===== config.mk =====
export PLATFORM = sky130hd
export DESIGN_NAME = sync_updown_mod_counter
export DESIGN_NICKNAME = d
export VERILOG_FILES = /design/src/rtl/sync_updown_mod_counter.sv
export SDC_FILE = /design/constraint.sdc
export NUM_CORES = 1
export LEC_CHECK = 0
export ABC_AREA = 1
export ABC_CLOCK_PERIOD_IN_PS = 3100
export CAP_MARGIN = 20
export CORE_AREA = 3 3 40 42
export DETAILED_ROUTE_END_ITERATION = 16
export DIE_AREA = 0 0 43 45
export REMOVE_ABC_BUFFERS = 1
export SLEW_MARGIN = 20
export SYNTH_ARGS = -nofsm -noshare
export SYNTH_HDL_FRONTEND = slang
export SYNTH_SLANG_ARGS = --single-unit
export TNS_END_PERCENT = 5

===== constraint.sdc =====
create_clock -name CLK -period 3.1 [get_ports CLK]
set_input_delay 0.62 -clock CLK [delete_from_list [all_inputs] [get_ports CLK]]
set_output_delay 0.62 -clock CLK [all_outputs]
set_load 0.02 [all_outputs]

===== src/rtl/sync_updown_mod_counter.sv =====
// rtl/sync_updown_mod_counter.sv - fully synchronous up/down modulo counter with load, saturate and cascade outputs
module sync_updown_mod_counter #(
    parameter int     WIDTH    = 4,
    parameter longint MOD      = 16,
    parameter int     SATURATE = 0
) (
    input  logic             CLK,
    input  logic             RST,
    input  logic             EN,
    input  logic             UP,
    input  logic             LOAD,
    input  logic [WIDTH-1:0] D,
    output logic [WIDTH-1:0] Q,
    output logic             TC,
    output logic             WRAP,
    output logic             LDERR
);

    // Full binary span of the counter register; MOD may use all of it.
    localparam longint SPAN = longint'(1) << WIDTH;

    // Largest legal count; also the clamp target for out-of-range loads.
    localparam logic [WIDTH-1:0] MAX_Q = WIDTH'(MOD - 1);

    // A load can only exceed the range when MOD leaves codes unused.
    localparam bit CLAMP_POSSIBLE = (MOD < SPAN);

    // Reject illegal parameter combinations at elaboration.
    generate
        if (WIDTH < 1 || WIDTH > 32) begin : g_bad_width
            $error("sync_updown_mod_counter: WIDTH must be 1..32");
        end
        if (MOD < 2 || MOD > SPAN) begin : g_bad_mod
            $error("sync_updown_mod_counter: MOD must be 2..2**WIDTH");
        end
        if (SATURATE != 0 && SATURATE != 1) begin : g_bad_sat
            $error("sync_updown_mod_counter: SATURATE must be 0 or 1");
        end
    endgenerate

    logic             at_max;
    logic             at_zero;
    logic             terminal;
    logic             load_oor;
    logic [WIDTH-1:0] q_next;
    logic             wrap_next;
    logic             lderr_next;

    // Terminal value depends on direction, which is sampled every cycle.
    assign at_max   = (Q == MAX_Q);
    assign at_zero  = (Q == '0);
    assign terminal = UP ? at_max : at_zero;
    assign load_oor = CLAMP_POSSIBLE && (D > MAX_Q);

    // Terminal count is combinational so the next stage steps on the same edge.
    assign TC = EN & terminal;

    // Next-state selection: LOAD beats EN; otherwise hold with pulses cleared.
    always_comb begin
        q_next     = Q;
        wrap_next  = 1'b0;
        lderr_next = 1'b0;
        if (LOAD) begin
            if (load_oor) begin
                q_next     = MAX_Q;
                lderr_next = 1'b1;
            end else begin
                q_next = D;
            end
        end else if (EN) begin
            if (terminal) begin
                if (SATURATE == 0) begin
                    q_next    = UP ? '0 : MAX_Q;
                    wrap_next = 1'b1;
                end
            end else begin
                q_next = UP ? Q + 1'b1 : Q - 1'b1;
            end
        end
    end

    // State register; reset overrides load and count on the same edge.
    always_ff @(posedge CLK) begin
        if (RST) begin
            Q     <= '0;
            WRAP  <= 1'b0;
            LDERR <= 1'b0;
        end else begin
            Q     <= q_next;
            WRAP  <= wrap_next;
            LDERR <= lderr_next;
        end
    end

endmodule

==> results of run 1 <==
==> cells in the final DEF, fill, tap and decap left out <==
master / n
xnor2_1: 1
nand2_2: 3
o21ai_0: 2
conb_1: 1
nor2_1: 9
nand2_1: 10
clkbuf_4: 3
dfxtp_1: 5
inv_1: 10
or2_4: 1
fa_1: 1
nand3_2: 1
a21oi_1: 4
o221ai_1: 2
clkdlybuf4s50_1: 14
nor3_2: 1
ha_1: 2
nand3_1: 4
clkbuf_1: 1
or2_1: 1
==> cells by family after synthesis <==
| group | Yosys count | share of synthesized area, % |
|---|---|---|
| compound gates | 8 | 12.0 |
| xor+xnor | 1 | 2.22 |
| flops | 5 | 25.3 |
| other cells | 1 | 0.948 |
| fa+ha+maj | 3 | 11.4 |
| simple gates | 30 | 36.7 |
| buf+inv | 11 | 11.4 |
==> area by class of cell <==
cell class | instances | share of cell area (%)
Inverter | 10 | 6.55
Multi-Input combinational cell | 43 | 43.7
Clock buffer | 4 | 4.59
Sequential cell | 5 | 17.5
Tap cell | 15 | 3.28
Timing Repair Buffer | 14 | 24.5
==> stage by stage <==
step	std cells	hold WS, ps	util (%)	area, um2	power (mW)
after detailed placement	87	517	42.6	547	0.154
after global routing	91	573	44.6	573	0.249
after global placement	87	518	42.6	547	0.154
after floorplan	58	571	-	388	0.123
final	91	523	44.6	573	0.229
after CTS	91	528	44.6	573	0.234
==> path summary, 6_finish.rpt <==
check	slack [ps]	cells after the start	startpoint	end
worst max-delay path	220	7	UP	TC
worst min-delay path	520	2	Q[2]	Q[2]
worst max register to register	1720	8	Q[0]	Q[2]
worst min register to register	520	2	Q[2]	Q[2]
==> state kept, by name, summed over array words and instances, names as in the netlist <==
register	flops
WRAP	1
Q	4
==> power groups by stage <==
stage | clock network [mW] | registers (mW) | logic, mW
after floorplan | 0 | 0.0836 | 0.0391
after detailed placement | 0 | 0.0790 | 0.0748
after global placement | 0 | 0.0791 | 0.0750
after global routing | 0.0856 | 0.0788 | 0.0846
final | 0.0777 | 0.0774 | 0.0743
after CTS | 0.0811 | 0.0777 | 0.0753
==> tightest hold or removal path: stages (launching register included) <==
cell,delay (ps)
dfxtp_1,340
nand2_1,80
a21oi_1,50
==> routing by layer <==
layer  GRT usage, %  part of all wire, %
met5              0                    0
met4           1.81                    0
met3           4.78                  8.0
met2           12.3                   43
met1           13.8                   49
==> impl_metrics.csv, run 1 <==
group,metric,value,unit
clocking,postCtsSetupBuffers,0,
min_path,hp-class,"reg -> reg",
logic_synthesis,synth_top_area_share,25.3,%
setup_path,path_buf_inv,3,
clocking,hold_buffers,0,
logic_synthesis,synth_top_area_cell,"dfxtp_1",
logic_synthesis,synthesis.instances,59,
clocking,clock_latency,240,ps
global_routing,grt_first_pass_wirelength,1370,um
timing,min_period_over_period,92.9,%
setup_path,end_kind,"primary output",
setup_path,cp_slowest_stage_delay,590,ps
drt,drc_errors,0,
power_and_ir_drop,switching_share,32.3,%
floorplanning,start_util,30.8,%
timing,post-route-min-period,2880,ps
finish,multi_input_area,250,um2
power_and_ir_drop,p_leak,0.278,nW
finish,nets,89,
floorplanning,coreArea,1280,um2
finish,antenna_cells,0,
drt,drtPass1Iterations,4,
logic_synthesis,synth-edff-count,0,
logic_synthesis,ys_types,18,
power_and_ir_drop,power_frac_comb,32.4,%
setup_path,cpLargestDelayFamily,"buffers and inverters",
global_routing,grt_max_degree,7,
global_routing,antenna_found_initial,0,
logic_synthesis,async_flop_share,0,%
clocking,cts_repair_resize_count,0,
clocking,cts_sinks,5,
floorplanning,dieArea,1940,um2
power_and_ir_drop,p_seq_share,33.7,%
power_and_ir_drop,powerDensity,400,nW/um2
finish,layout-drive-gt1-share,11.8,%
drt,dr_total_vias,402,
global_routing,grt_pass1_vias,328,
timing,drv_slew,0,
drt,drtAntennaViolNets,0,
job,maxCapViolCount,0,
timing,final.setup_skew,0.223,ps
setup_path,critPathKind,"in -> out",
finish,nFillCells,133,
clocking,cts.htree.levels,1,
power_and_ir_drop,power_frac_clock,33.9,%
timing,final-hold-violation-count,0,
placed_design,place.gp.congestion,0.737,
clocking,cts_tree,"built",
drt,routed_wl,823,um
power_and_ir_drop,irDropWorstVdd,0.000200,V
floorplanning,pin_count,16,
setup_path,cp_cell_sequence,"clkdlybuf4s50_1, nand2_2, or2_4, nand2_2, nand2_2, inv_1, clkdlybuf4s50_1",
logic_synthesis,yosysSeqAreaShare,25.3,%
timing,setup_ws,221,ps
setup_path,critPathSlowestCell,"clkdlybuf4s50_1",
logic_synthesis,yosys-top-cells-area,"dfxtp_1, inv_1, nand2_1, nor2_1, ha_1",
drt,viasPerCell,4.42,
drt,post_drt_wl_per_cell,9.04,um
clocking,cts_buffers,3,
placed_design,post-dp-hpwl,699,um
clocking,cts-root-buf,"clkbuf_4",
setup_path,worst_ep_arrival_time,2260,ps
global_routing,grt_usage,9.42,%
floorplanning,die_x,43,um
finish,seq_area,100,um2
placed_design,portBuffers,14,
timing,setup_violations,0,
setup_path,worstPathRequired,2480,ps
setup_path,path_common_cell,"nand2_2",
outcome,status,"completed",
logic_synthesis,ys_top_cells_by_count,"inv_1, nand2_1, nor2_1, dfxtp_1",
placed_design,post-place-ws,215,ps
setup_path,path_max_fanout,4,
timing,tns,0,ps
clocking,cts_buffer_depth,2,
floorplanning,die_y,45,um
global_routing,grt-ovfl-total,0,
power_and_ir_drop,cell_internal_pwr,155,uW
setup_path,worstSetupStartpointType,"input pin",
logic_synthesis,yosys_warnings,0,
timing,max_freq,347,MHz
power_and_ir_drop,p_sw,74.2,uW
drt,drt_iter0_drc,9,
floorplanning,rows,13,
logic_synthesis,synth_seq_cells,5,
logic_synthesis,synth_flop_cell,"dfxtp_1",
timing,rsz0062_at_grt,"false",
clocking,clkTransAtPathRegs,40,ps
logic_synthesis,netlist_area,395,um2
finish,area_delta_synth_final,44.9,%
logic_synthesis,synth_area_per_cell,6.70,um2
Power figures use the tool's default switching activity.
==> run 2, diff against run 1 <==
- ABC_AREA: 1 -> unset
- CORE_AREA: 3 3 40 42 -> 10 10 47 49
- DIE_AREA: 0 0 43 45 -> 0 0 57 59
- SLEW_MARGIN: 20 -> 5
==> impl_metrics.csv, run 2 <==
group,metric,value,unit
placed_design,portBuffers,14,
logic_synthesis,yosysSeqAreaShare,25.8,%
logic_synthesis,netlist_area,388,um2
timing,min_period_over_period,94.5,%
timing,final.setup_skew,0.404,ps
floorplanning,start_util,27.7,%
drt,drtAntennaViolNets,0,
placed_design,place.gp.congestion,0.713,
finish,final_cell_mix,"clkdlybuf4s50_1, dfxtp_1, nor2_1, a21oi_1",
power_and_ir_drop,p_leak,0.236,nW
finish,nFillCells,157,
clocking,clkTransAtPathRegs,40,ps
global_routing,grt_usage,6.09,%
clocking,postCtsSetupBuffers,0,
power_and_ir_drop,irDropWorstVdd,0.000168,V
timing,final-hold-violation-count,0,
drt,dr_total_vias,363,
finish,reg_top3,"Q x4, WRAP x1",
floorplanning,dieArea,3360,um2
drt,drt_iter0_drc,3,
finish,finalCoreUtilization,40.6,%
clocking,cts-root-buf,"clkbuf_4",
drt,post_drt_wl_per_cell,11.7,um
timing,drv_slew,0,
logic_synthesis,yosys_warnings,0,
clocking,cts.htree.levels,1,
global_routing,grt_first_pass_wirelength,1620,um
global_routing,grt_max_degree,12,
setup_path,worstSetupStartpointType,"input pin",
finish,largest_register_ffs,4,
drt,viasPerCell,4.59,
clocking,cts_buffers,3,
logic_synthesis,async_flop_share,0,%
logic_synthesis,synth-edff-count,0,
setup_path,worst_ep_arrival_time,2310,ps
placed_design,dp.cells,75,
logic_synthesis,synth_area_per_cell,8.43,um2
min_path,hp-class,"reg -> reg",
finish,seq_area,100,um2
clocking,cts_sinks,5,
clocking,cts_repair_resize_count,0,
job,maxCapViolCount,0,
setup_path,path_max_fanout,4,
setup_path,end_kind,"primary output",
logic_synthesis,synth_top_area_cell,"dfxtp_1",
clocking,clock_latency,240,ps
placed_design,post-dp-hpwl,772,um
finish,nets,76,
global_routing,grt-ovfl-total,0,
logic_synthesis,synth_seq_cells,5,
outcome,status,"completed",
floorplanning,die_y,59,um
logic_synthesis,ys_types,27,
clocking,cts_buffer_depth,2,
global_routing,antenna_found_initial,0,
finish,fin_cells,79,
finish,top_register,"Q",
logic_synthesis,synth_flop_cell,"dfxtp_1",
timing,post-route-min-period,2930,ps
drt,drc_errors,0,
power_and_ir_drop,powerDensity,427,nW/um2
clocking,hold_buffers,0,
setup_path,worstPathRequired,2480,ps
logic_synthesis,synth_top_area_share,25.8,%
timing,max_freq,342,MHz
floorplanning,coreArea,1400,um2
global_routing,grt_pass1_vias,384,
logic_synthesis,yosys-top-cells-area,"dfxtp_1, ha_1, a21oi_1, fa_1, nor2_1",
floorplanning,pin_count,16,
drt,drtPass1Iterations,3,
timing,tns,0,ps
timing,setup_violations,0,
floorplanning,die_x,57,um
logic_synthesis,ys_top_cells_by_count,"dfxtp_1, nor2_1, a21oi_1, inv_1, nor3_1",
timing,rsz0062_at_grt,"false",
setup_path,critPathKind,"in -> out",
finish,layout-drive-gt1-share,14.3,%
finish,multi_input_area,264,um2
drt,routed_wl,927,um
finish,final_common_cell,"clkdlybuf4s50_1",
floorplanning,rows,14,
finish,antenna_cells,0,
clocking,cts_tree,"built",
finish,area_delta_synth_final,46.8,%
logic_synthesis,synthesis.instances,46,
## run 2: cell count changes in the layout (fill, tap and decap cells not counted), sizes merged, moves of 2 or more
cell	before	now
nand3	5	2
nand2	13	2
nor3	1	3
or2	2	0
o221ai	2	0
xor2	0	2
inv	10	3
nor2	9	5
and2	0	2
o31ai	0	2
## run 2: final cells by class
cell class,instances,area share [%]
clock buffers,4,4.62
inverters,3,1.98
multi-input cells,36,46.4
flip-flops and latches,5,17.6
well taps,16,3.52
repair buffers,15,25.9
## run 2: logic make-up (layout without fill, tap and decap cells)
kind of cell / count (synthesis) / after routing / synth area share (%)
fa+ha+maj: 3 / 3 / 11.6
simple gates: 17 / 17 / 24.5
compound gates: 10 / 10 / 19.4
buf+inv: 5 / 22 / 6.13
flops: 5 / 5 / 25.8
other cells: 1 / 1 / 0.967
xor+xnor: 4 / 4 / 9.03
mux: 1 / 1 / 2.58
## run 2: path summary, 6_finish.rpt
| path | startpoint | end | slack [ps] | cells after the start |
|---|---|---|---|---|
| worst min register to register | Q[2] | Q[2] | 550 | 2 |
| worst max-delay path | UP | TC | 170 | 5 |
| worst max register to register | Q[0] | Q[2] | 1570 | 4 |
| worst min-delay path | Q[2] | Q[2] | 550 | 2 |
## run 2: routing by layer
metal,track usage [%],routed length [um]
met1,6.18,390
met2,8.84,422
met3,5.58,107
met4,2.01,6
met5,0,0
## run 2: per-stage QoR
stage,worst slack [ps],power [mW],hold WS [ps],instance area (um2)
2_1_floorplan,1180,0.130,599,375
3_3_place_gp,173,0.168,555,543
3_5_place_dp,152,0.168,554,543
4_1_cts,152,0.249,561,569
5_1_grt,73.3,0.264,629,569
6_report,172,0.243,555,569
## run 2: worst max-delay path, stage by stage
cell and delay [ps]:
clkdlybuf4s50_1 550, and3_1 190, nand3_2 110, a21oi_1 200, clkdlybuf4s50_1 630
## run 2: power breakdown
group	leakage (nW)	switching (mW)	internal, mW
combinational	0.179	0.0389	0.0443
clock	0.0150	0.0286	0.0488
sequential	0.0414	0.0113	0.0711
==> run 3, diff against run 2 <==
- HOLD_SLACK_MARGIN: unset -> 0.08
- PLACE_DENSITY_LB_ADDON: unset -> 0.25
==> impl_metrics.csv, run 3 (synthesized netlist as in run 2, its figures left out) <==
group,metric,value,unit
outcome,status,"completed",
finish,antenna_cells,0,
global_routing,grt-ovfl-total,0,
power_and_ir_drop,powerDensity,431,nW/um2
finish,top_register,"Q",
setup_path,path_max_fanout,4,
setup_path,cp_slowest_stage_delay,630,ps
finish,nFillCells,162,
finish,layout-drive-gt1-share,12.9,%
finish,reg_top3,"Q x4, WRAP x1",
setup_path,cpLargestDelayFamily,"buffers and inverters",
placed_design,portBuffers,14,
clocking,cts-root-buf,"clkbuf_4",
clocking,postCtsSetupBuffers,0,
finish,area_delta_synth_final,44.8,%
global_routing,grt_first_pass_wirelength,1670,um
floorplanning,rows,14,
power_and_ir_drop,power_frac_clock,31.9,%
timing,setup_violations,0,
setup_path,end_kind,"primary output",
clocking,cts_buffers,3,
drt,drt_iter0_drc,6,
drt,viasPerCell,4.73,
global_routing,antenna_found_initial,0,
clocking,cts_buffer_depth,2,
drt,routed_wl,933,um
placed_design,place.gp.congestion,0.746,
setup_path,path_buf_inv,2,
finish,final_common_cell,"clkdlybuf4s50_1",
power_and_ir_drop,p_leak,0.231,nW
finish,nets,75,
finish,final_cell_mix,"clkdlybuf4s50_1, dfxtp_1, nor2_1, a21oi_1",
setup_path,endpoint,"TC",
setup_path,ff2ff_path_depth,4,
min_path,min-delay-start,"Q[2]",
drt,post_drt_wl_per_cell,12.0,um
global_routing,grt_pass1_vias,400,
min_path,hp-class,"reg -> reg",
finish,finalCoreUtilization,40.1,%
setup_path,r2r_start,"Q[0]",
timing,final-hold-violation-count,0,
drt,drtPass1Iterations,2,
finish,largest_register_ffs,4,
setup_path,cp_cell_sequence,"clkdlybuf4s50_1, and3_1, nand3_2, a21oi_1, clkdlybuf4s50_1",
timing,min_period_over_period,93.9,%
floorplanning,start_util,27.7,%
power_and_ir_drop,irDropWorstVdd,0.000178,V
floorplanning,pin_count,16,
timing,final.setup_skew,1.96,ps
clocking,cts_repair_resize_count,0,
clocking,clkTransAtPathRegs,40,ps
setup_path,worstSetupStartpointType,"input pin",
setup_path,reg2reg_slack,1590,ps
placed_design,post-dp-hpwl,775,um
global_routing,grt_usage,6.19,%
power_and_ir_drop,p_seq_share,34.1,%
drt,drtAntennaViolNets,0,
power_and_ir_drop,power_frac_comb,33.9,%
floorplanning,dieArea,3360,um2
drt,dr_total_vias,369,
timing,rsz0062_at_grt,"false",
timing,drv_slew,0,
clocking,cts_sinks,5,
floorplanning,die_y,59,um
power_and_ir_drop,cell_internal_pwr,163,uW
setup_path,r2r-end,"Q[2]",
placed_design,dp.cells,74,
finish,fin_cells,78,
clocking,cts.htree.levels,1,
setup_path,worstPathRequired,2480,ps
timing,max_freq,343,MHz
setup_path,crit_cells,5,
timing,tns,0,ps
clocking,cts_tree,"built",
clocking,clock_latency,240,ps
floorplanning,die_x,57,um
setup_path,critPathSlowestCell,"clkdlybuf4s50_1",
global_routing,grt_max_degree,12,
setup_path,crit_start,"UP",
power_and_ir_drop,switching_share,32.5,%
drt,drc_errors,0,
setup_path,critPathKind,"in -> out",
power_and_ir_drop,p_sw,78.7,uW
job,maxCapViolCount,0,
setup_path,path_common_cell,"clkdlybuf4s50_1",
timing,post-route-min-period,2910,ps
setup_path,worst_ep_arrival_time,2290,ps
clocking,hold_buffers,0,
floorplanning,coreArea,1400,um2
[run 3: worst min path at each step]
stage / to / cells past startpoint
2_1_floorplan: Q[2] / 2
4_1_cts: Q[2] / 2
3_5_place_dp: Q[2] / 2
3_3_place_gp: Q[2] / 2
5_1_grt: Q[2] / 2
6_report: Q[2] / 2
[run 3: power groups by stage]
stage                     sequential [mW]  combinational, mW  clock (mW)
after global placement             0.0842             0.0825           0
final                              0.0826             0.0820      0.0772
after global routing               0.0839             0.0904      0.0852
after floorplan                    0.0893             0.0406           0
after detailed placement           0.0843             0.0832           0
after CTS                          0.0830             0.0833      0.0825
[run 3: per-stage QoR]
step	setup slack [ps]	power [mW]	hold WS, ps	instance area [um2]
3_3_place_gp	183	0.167	552	536
4_1_cts	177	0.249	564	562
2_1_floorplan	1180	0.130	599	375
6_report	189	0.242	560	562
5_1_grt	78.6	0.259	596	562
3_5_place_dp	175	0.167	558	536
[run 3: tightest hold or removal path: stages (launching register included)]
cell and delay, ps:
dfxtp_1 350, nand3_1 100, o31ai_2 60
[run 3: final cells by class]
cell class                      count  area (um2)  share of cell area (%)
Clock buffer                        4        26.3                    4.68
Inverter                            3        11.3                    2.00
Timing Repair Buffer               14         140                    24.9
Sequential cell                     5         100                    17.8
Multi-Input combinational cell     36         264                    47.0
Tap cell                           16        20.0                    3.56
[run 3: per-layer routing]
layer	share of wire [%]	up-vias	global-route usage (%)
met5	0	-	0
met4	0	0	2.01
met3	8.5	0	4.51
met2	49	13	10.7
met1	42	168	5.61
li1	-	188	-
